[config.mk]
export PLATFORM = sky130hd
export DESIGN_NAME = vc_plane_buffer
export DESIGN_NICKNAME = d
export VERILOG_FILES = /design/src/rtl/vc_plane_buffer.sv
export SDC_FILE = /design/constraint.sdc
export NUM_CORES = 1
export LEC_CHECK = 0
export ABC_AREA = 1
export CAP_MARGIN = 20
export CORE_ASPECT_RATIO = 2
export CORE_UTILIZATION = 40
export DETAILED_ROUTE_END_ITERATION = 6
export PLACE_DENSITY = 0.58
export SYNTH_ARGS = -nofsm -noshare
export SYNTH_HDL_FRONTEND = slang
export SYNTH_SLANG_ARGS = --single-unit
[constraint.sdc]
create_clock -name clk -period 3.4 [get_ports clk]
set_input_delay 0.34 -clock clk [delete_from_list [all_inputs] [get_ports clk]]
set_output_delay 0.34 -clock clk [all_outputs]
set_load 0.05 [all_outputs]
[src/rtl/vc_plane_buffer.sv]
// vc_plane_buffer: per-port virtual-channel input buffer.
// One FIFO per VC plane; head of the selected plane goes to the switch stage.
module vc_plane_buffer #(
  parameter int VC         = 4,
  parameter int DATA_WIDTH = 32,
  parameter int DEPTH      = 4
) (
  input  logic                  clk,
  input  logic                  rst,
  input  logic [VC:0]           plane_sel,
  input  logic                  in_valid,
  input  logic [VC:0]           in_vc,
  input  logic [DATA_WIDTH-1:0] in_data,
  output logic                  in_ready,
  output logic                  out_valid,
  output logic [VC:0]           out_vc,
  output logic [DATA_WIDTH-1:0] out_data,
  input  logic                  out_ready,
  output logic [VC-1:0]         vc_empty,
  output logic [VC-1:0]         vc_full,
  output logic                  err_bad_vc
);

  localparam int IW = (VC > 1) ? $clog2(VC) : 1;
  localparam int PW = $clog2(DEPTH);
  localparam int CW = PW + 1;

  localparam logic [VC:0]   VC_L   = (VC+1)'(VC);
  localparam logic [CW-1:0] FULL_L = CW'(DEPTH);

  logic [DATA_WIDTH-1:0] mem_q [VC][DEPTH];

  logic [PW-1:0] wr_q  [VC];
  logic [PW-1:0] wr_d  [VC];
  logic [PW-1:0] rd_q  [VC];
  logic [PW-1:0] rd_d  [VC];
  logic [CW-1:0] cnt_q [VC];
  logic [CW-1:0] cnt_d [VC];

  logic err_q;
  logic err_d;

  logic          in_ok;
  logic          sel_ok;
  logic [IW-1:0] in_idx;
  logic [IW-1:0] sel_idx;
  logic          push;
  logic          pop;
  logic [VC-1:0] push_vec;
  logic [VC-1:0] pop_vec;

  // Index decode: out-of-range indices never touch any FIFO.
  always_comb begin
    in_ok   = (in_vc < VC_L);
    sel_ok  = (plane_sel < VC_L);
    in_idx  = in_vc[IW-1:0];
    sel_idx = plane_sel[IW-1:0];
  end

  // Per-plane status flags straight from the occupancy counts.
  always_comb begin
    vc_empty = '0;
    vc_full  = '0;
    for (int v = 0; v < VC; v++) begin
      vc_empty[v] = (cnt_q[v] == '0);
      vc_full[v]  = (cnt_q[v] == FULL_L);
    end
  end

  // Handshakes; a full plane refuses even if it is popped this cycle.
  always_comb begin
    in_ready  = in_ok && !vc_full[in_idx];
    out_valid = sel_ok && !vc_empty[sel_idx];
    push      = in_valid && in_ready;
    pop       = out_valid && out_ready;
  end

  // Head of the selected plane, forced to zero when nothing is presented.
  always_comb begin
    out_vc   = plane_sel;
    out_data = '0;
    if (out_valid) begin
      out_data = mem_q[sel_idx][rd_q[sel_idx]];
    end
  end

  // One-hot push/pop strobes per plane.
  always_comb begin
    push_vec = '0;
    pop_vec  = '0;
    if (push) begin
      push_vec[in_idx] = 1'b1;
    end
    if (pop) begin
      pop_vec[sel_idx] = 1'b1;
    end
  end

  // Next pointer/count state; pointers wrap naturally modulo DEPTH.
  always_comb begin
    for (int v = 0; v < VC; v++) begin
      wr_d[v]  = wr_q[v] + PW'(push_vec[v]);
      rd_d[v]  = rd_q[v] + PW'(pop_vec[v]);
      cnt_d[v] = cnt_q[v]
               + CW'(push_vec[v])
               - CW'(pop_vec[v]);
    end
    err_d = err_q | (in_valid & ~in_ok);
  end

  // Pointer, count and sticky error registers.
  always_ff @(posedge clk or posedge rst) begin
    if (rst) begin
      for (int v = 0; v < VC; v++) begin
        wr_q[v]  <= '0;
        rd_q[v]  <= '0;
        cnt_q[v] <= '0;
      end
      err_q <= 1'b0;
    end else begin
      for (int v = 0; v < VC; v++) begin
        wr_q[v]  <= wr_d[v];
        rd_q[v]  <= rd_d[v];
        cnt_q[v] <= cnt_d[v];
      end
      err_q <= err_d;
    end
  end

  // Flit storage; contents need no reset.
  always_ff @(posedge clk) begin
    if (push) begin
      mem_q[in_idx][wr_q[in_idx]] <= in_data;
    end
  end

  assign err_bad_vc = err_q;

endmodule

**Word level (Yosys, flattened, before mapping)**

Memories as Yosys holds them, arrays and structs flattened.
Cells that the tools add are included.

- Register bits: 29
- RAM bits: 512
- Input bits: 46
- Output and inout bits: 48
- Word-level logic and storage cells: 89
- Memories: 1

Memory list:

| memory | depth | width | read ports | clocked after Yosys merged registers in | write ports | line | source |
|---|---|---|---|---|---|---|---|
| mem_q | 4 | 128 | 1 | 0 | 1 | 31 | `logic [DATA_WIDTH-1:0] mem_q [VC][DEPTH];` |

- Add/sub/neg operators: 16
- $lt $le $gt $ge: 11
- Equality and inequality tests: 4
- Muxes and demuxes: 24
- Bitwise logic cells: 7
- Reductions and logical operators: 13

Operators with widths:

| cell | count |
|---|---|
| 128-bit two-way mux | 1 |
| 32-bit two-way mux | 4 |
| 32-bit binary-select mux with 2-bit select | 1 |
| 32-bit demux with 2-bit select | 1 |
| 2-bit by 1-bit adder with 2-bit output | 8 |
| 3-bit by 1-bit adder with 3-bit output | 4 |
| 3-bit equality test, second input constant | 4 |
| 3-bit >= comparator, second input constant | 4 |
| 3-bit zero test | 4 |
| 2-bit inverter with 3-bit output | 4 |
| 3-bit by 1-bit subtractor with 3-bit output | 4 |
| 5-bit by 3-bit less-than comparator with 1-bit output, second input constant | 2 |
| 2-bit binary-select mux with 2-bit select | 2 |
| 2-bit two-way mux | 4 |
| 4-bit two-way mux | 2 |
| 1-bit logical AND | 7 |
| 2-bit by 3-bit less-than comparator with 1-bit output, second input constant | 2 |
| 1-bit two-way mux | 5 |
| 1-bit binary-select mux with 2-bit select | 2 |
| 1-bit demux with 2-bit select | 2 |
| 2-bit by 1-bit >= comparator with 1-bit output, second input constant | 2 |
| 3-bit by 1-bit less-than comparator with 1-bit output, second input constant | 1 |
| 1-bit zero test | 2 |
| 1-bit AND | 1 |
| 2 further kinds | 2 |

**Longest topological paths before layout**

- Depth in word-level cells: 10
- Mapped depth: 14
- Gate-level depth less buffers: 14

**Worst setup path after synthesis**

OpenSTA, ideal clock, no wires.

- Path type: register to register
- Start: reg cnt_q[1] (netlist name)
- End: mem mem_q[0][0] (netlist name), enable pin
- Setup time: 0.421 ns
- Arrival: 2.772 ns
- Required time: 2.979 ns
- Setup slack: 0.207 ns
- Cell stages (with the launch flop): 11
- Path buffers: 0
- Period minus slack after synthesis: 3.193 ns
- Cells stage by stage: dfrtp_1 > inv_1 > nand2_1 > nor2_1 > nand2_1 > nand2_1 > inv_1 > nand3_1 > nor2_1 > nand2_1 > nor2_1

- Cells in the longest elaborated chain, start to end: 8

RTL lines:

| element | line | source |
|---|---|---|
| start, declared | 37 | `logic [CW-1:0] cnt_q [VC];` |
| start signal, assigned by index | 124 | `cnt_q[v] <= cnt_d[v];` |
| 3-bit equality test | 66 | `vc_full[v] = (cnt_q[v] == FULL_L);` |
| net vc_full[3] | 20 | `output logic [VC-1:0] vc_full,` |
| 1-bit binary-select mux with 2-bit select | 72 | `in_ready = in_ok && !vc_full[in_idx];` |
| 1-bit two-way mux (not written as such) | 72 |  |
| 1-bit zero test | 72 |  |
| 1-bit logical AND | 72 |  |
| 1-bit logical AND | 74 | `push = in_valid && in_ready;` |
| 1-bit two-way mux | 132 | `if (push) begin` |
| 128-bit two-way mux (not written as such) | 133 | `mem_q[in_idx][wr_q[in_idx]] <= in_data;` |
| end, declared | 31 |  |

The timed path passes the listed nets, and every way through them passes these cells. The select of a mux whose other input is x is not followed.

**Final worst setup path**

- Start: in plane_sel[1]
- End: out out_data[14]

- Cells in the longest elaborated chain, start to end: 9
- Elaborated cells on any way between the ends: 15
- Classes of those cells: order compare: 1; mux: 9; bitwise: 2; reduce/logical: 2; memory: 1

RTL lines:

| element | line | source |
|---|---|---|
| start, declared | 10 | `input logic [VC:0] plane_sel,` |
| 2-bit inverter with 3-bit output (not written as such) | 83 | `out_data = mem_q[sel_idx][rd_q[sel_idx]];` |
| 2-bit binary-select mux with 2-bit select | 83 |  |
| 2-bit two-way mux (not written as such) (2 in a row) | 83 |  |
| 2-bit inverter with 3-bit output (not written as such) | 83 |  |
| 32-bit binary-select mux with 2-bit select | 83 |  |
| 32-bit two-way mux (not written as such) (2 in a row) | 83 |  |
| 32-bit two-way mux * | 82 | `if (out_valid) begin` |
| end, declared | 17 | `output logic [DATA_WIDTH-1:0] out_data,` |

Every way passes the cells marked *; elsewhere a longest branch is shown, timed or not. The select of a mux whose other input is x is not followed.

==> results by group <==
Worst setup path
  • FF-to-FF End: mem_q[1][114]
  • CP Capture Type: output pin
  • Slowest cell delay on critical path: 0.57 ns
  • Worst setup SP type: primary input
  • R2R Setup Slk: 0.76 ns
  • Worst reg2reg startpoint: cnt_q[7]
  • Worst path arrival time: 2.83 ns
  • Buf/Inv on CP: 5
  • Worst Path Class, Setup: in2out
  • CP required: 3.06 ns
  • Crit Path Max Fanout: 42
  • Crit-path cells: clkdlybuf4s50_1 > buf_4 > nor2_4 > nand2_1 > nand4_1 > buf_12 > buf_12 > nand2_1 > nand3_1 > nand2_1 > nor2_1 > buf_12
  • Worst R2R Path Depth: 9
  • Worst path slowest cell: clkdlybuf4s50_1
  • Top delay family on crit path: buffers and inverters

Timing
  • Least-Margin Pin Slew: 0.6571 ns
  • Slew HR: 56.06%
  • Clock skew: 0.01444 ns
  • Final Hold Fails: 0
  • Period minus WS final: 3.168 ns
  • F_max: 0.3156 GHz
  • Hold slack: 0.07971 ns
  • Tcrit/Tclk final: 93.18%
  • Max-slew violations: 0
  • PnR worst setup slack: 0.2318 ns
  • Unrepaired setup endpoints after global routing: false
  • Setup tns final: 0 ns
  • Final setup viols: 0

Pwr
  • Lkg Pwr: 9.454 nW
  • Total power: 15.19 mW
  • P per Cell Area: 583.8 mW/mm²
  • Max VDD drop: 281.6 µV

Outcome
  • Outcome: finished, final reports clean

Synth
  • Synth Instances: 1835
  • Flops & latches, synth: 541
  • Post-synth top flop: edfxtp_1
  • Post-synthesis cell type count: 30
  • Most frequent cell after synthesis: edfxtp_1
  • Post-synth top cells: 512 x edfxtp_1, 362 x nand2_1, 327 x nor2_1
  • Synth top area share: 70.35%
  • Largest cells by area after synthesis: edfxtp_1 70%, nand2_1 6.2%, nor2_1 5.6%, dfrtp_1 3.3%, o21ai_0 2.9%
  • Sequential area share after synthesis: 73.67%
  • Post-synth design cell area: 0.02185 mm²
  • EDFF count, synth: 512
  • Synth Warn #: 0
  • Leading area contributor after synthesis: edfxtp_1
  • Asr flop ratio synth: 5.360%
  • Synthesized Nets: 1893
  • Synthesized area per cell: 11.91 µm²

Floorplanning
  • Core Area: 0.05375 mm²
  • Die footprint: 0.05563 mm²
  • Core Rows: 120
  • Die Y: 332.6 µm
  • Initial core utilization: 40.66%
  • Die Width: 167.3 µm
  • # IOs: 94

Flow run
  • Max Cap Viol: 0

Finish
  • Synth-to-layout area growth: 19.08%
  • Fillers: 4643
  • Final core utilization: 48.42%
  • Share of layout cells above drive strength 1: 9.874%
  • # diodes: 0
  • Design area: 0.02603 mm²
  • Fin cells: 2656
  • Nets@finish: 2008

Place
  • DPL Wire Length: 31.49 mm
  • Placer Congestion: 0.7956
  • Place WS: 0.1895 ns
  • Placed Instance Area: 0.02454 mm²
  • DP Cell Count: 2573
  • Buffers added on ports: 93

Clock tree
  • CTS Buf Count: 46
  • CTS tree: done
  • Sink Count: 541
  • H-tree levels: 2
  • Postcts setup bufs: 0
  • Worst skew pair latency: 0.57 ns
  • Hold-fix buffers, CTS: 0
  • CTS root buf: clkbuf_16
  • Post-cts sizing count: 0
  • Reg clk slew, reported paths: 0.07 ns
  • Max Buffers Root-to-Sink: 3

Min path
  • Worst hold path class: in2async

Global routing
  • Number of global-route vias before repair: 14.04k
  • Antenna violations before repair: 1
  • GR Util All Layers: 20.54%
  • Largest net degree at the start of global routing: 95
  • First-pass GRT wire length: 85.37 mm
  • GR Overflow Total: 0

Detailed routing
  • Total Wirelength: 55.92 mm
  • Initial DRC Count: 957
  • Vias post-DR: 13.82k
  • # DRC: 0
  • Antenna Nets Post-Route: 0
  • Drt pass-1 iters: 5
  • Mean number of vias per cell: 5.201
  • Wire per inst: 21.05 µm
-- logic make-up after synthesis --
| logic type | count (synthesis) | share of synthesized area (%) |
|---|---|---|
| AO/OA/AOI/OAI | 227 | 5.925 |
| XOR/XNOR | 9 | 0.3607 |
| flip-flops | 541 | 73.67 |
| adder cells (fa/ha/maj) | 12 | 0.8244 |
| buffers and inverters | 255 | 4.735 |
| AND/OR/NAND/NOR | 791 | 14.48 |
-- layout make-up --
cell class | instances | area [µm²] | area share [%]
repair buffers | 151 | 2067 | 7.942
clock inverters | 27 | 276.5 | 1.062
inverters | 171 | 641.9 | 2.466
clock buffers | 56 | 1210 | 4.649
flip-flops and latches | 541 | 16100 | 61.87
multi-input cells | 1039 | 4890 | 18.79
well taps | 671 | 839.6 | 3.226
-- layout by cell type, fill, tap and decap left out --
cell type	count
xor2_1	5
nor2_1	308
bufinv_16	6
inv_2	4
or2_0	17
inv_6	2
or2_2	14
clkinv_2	6
nand2_4	2
nand4_1	15
xnor2_1	4
nor3_2	1
nor2_4	20
clkbuf_1	9
edfxtp_1	512
or2_1	2
nand2_2	3
a22oi_1	1
fa_1	4
o21bai_1	1
buf_12	61
o21ai_1	8
clkdlybuf4s50_1	60
dfrtp_1	29
o21ai_0	126
nand3_1	43
nor3_1	7
o22ai_1	59
and2_1	2
o211ai_1	32
ha_1	8
clkinv_1	13
nand2_1	357
buf_4	29
clkbuf_16	47
inv_1	167
buf_16	1
-- metal layers --
metal / track usage (%) / up-vias / routed length, µm
met1: 24.23 / 6835 / 21410
met3: 2.439 / 92 / 2624
li1: - / 6489 / -
met4: 7.359 / 2 / 1681
met5: 0 / - / 13
met2: 37.98 / 397 / 30190
-- flip-flops by register name, indices dropped and copies added, names as in the netlist --
signal	cells
mem_q	512
cnt_q	12
rd_q	8
wr_q	8
err_bad_vc	1
-- power by group --
part	total, mW	internal, mW	switching [mW]	leakage [nW]
Clock	5.33	2.99	2.34	0.728
Sequential	7.62	7.48	0.141	4.95
Combinational	2.25	0.774	1.48	3.77
Total	15.2	11.2	3.96	9.45
-- how the worst max path moves through the flow --
stage / start / to / slack, ns / cells past startpoint
floorplan: cnt_q[1] / mem_q[0][0] / 0.21 / 10
global placement: plane_sel[1] / out_data[14] / 0.25 / 12
detailed placement: plane_sel[1] / out_data[14] / 0.19 / 12
CTS: plane_sel[1] / out_data[14] / 0.18 / 12
global route: plane_sel[1] / out_data[14] / 0.04 / 12
finish: plane_sel[1] / out_data[14] / 0.23 / 12
Note: power is estimated with default switching activity, not from simulation.
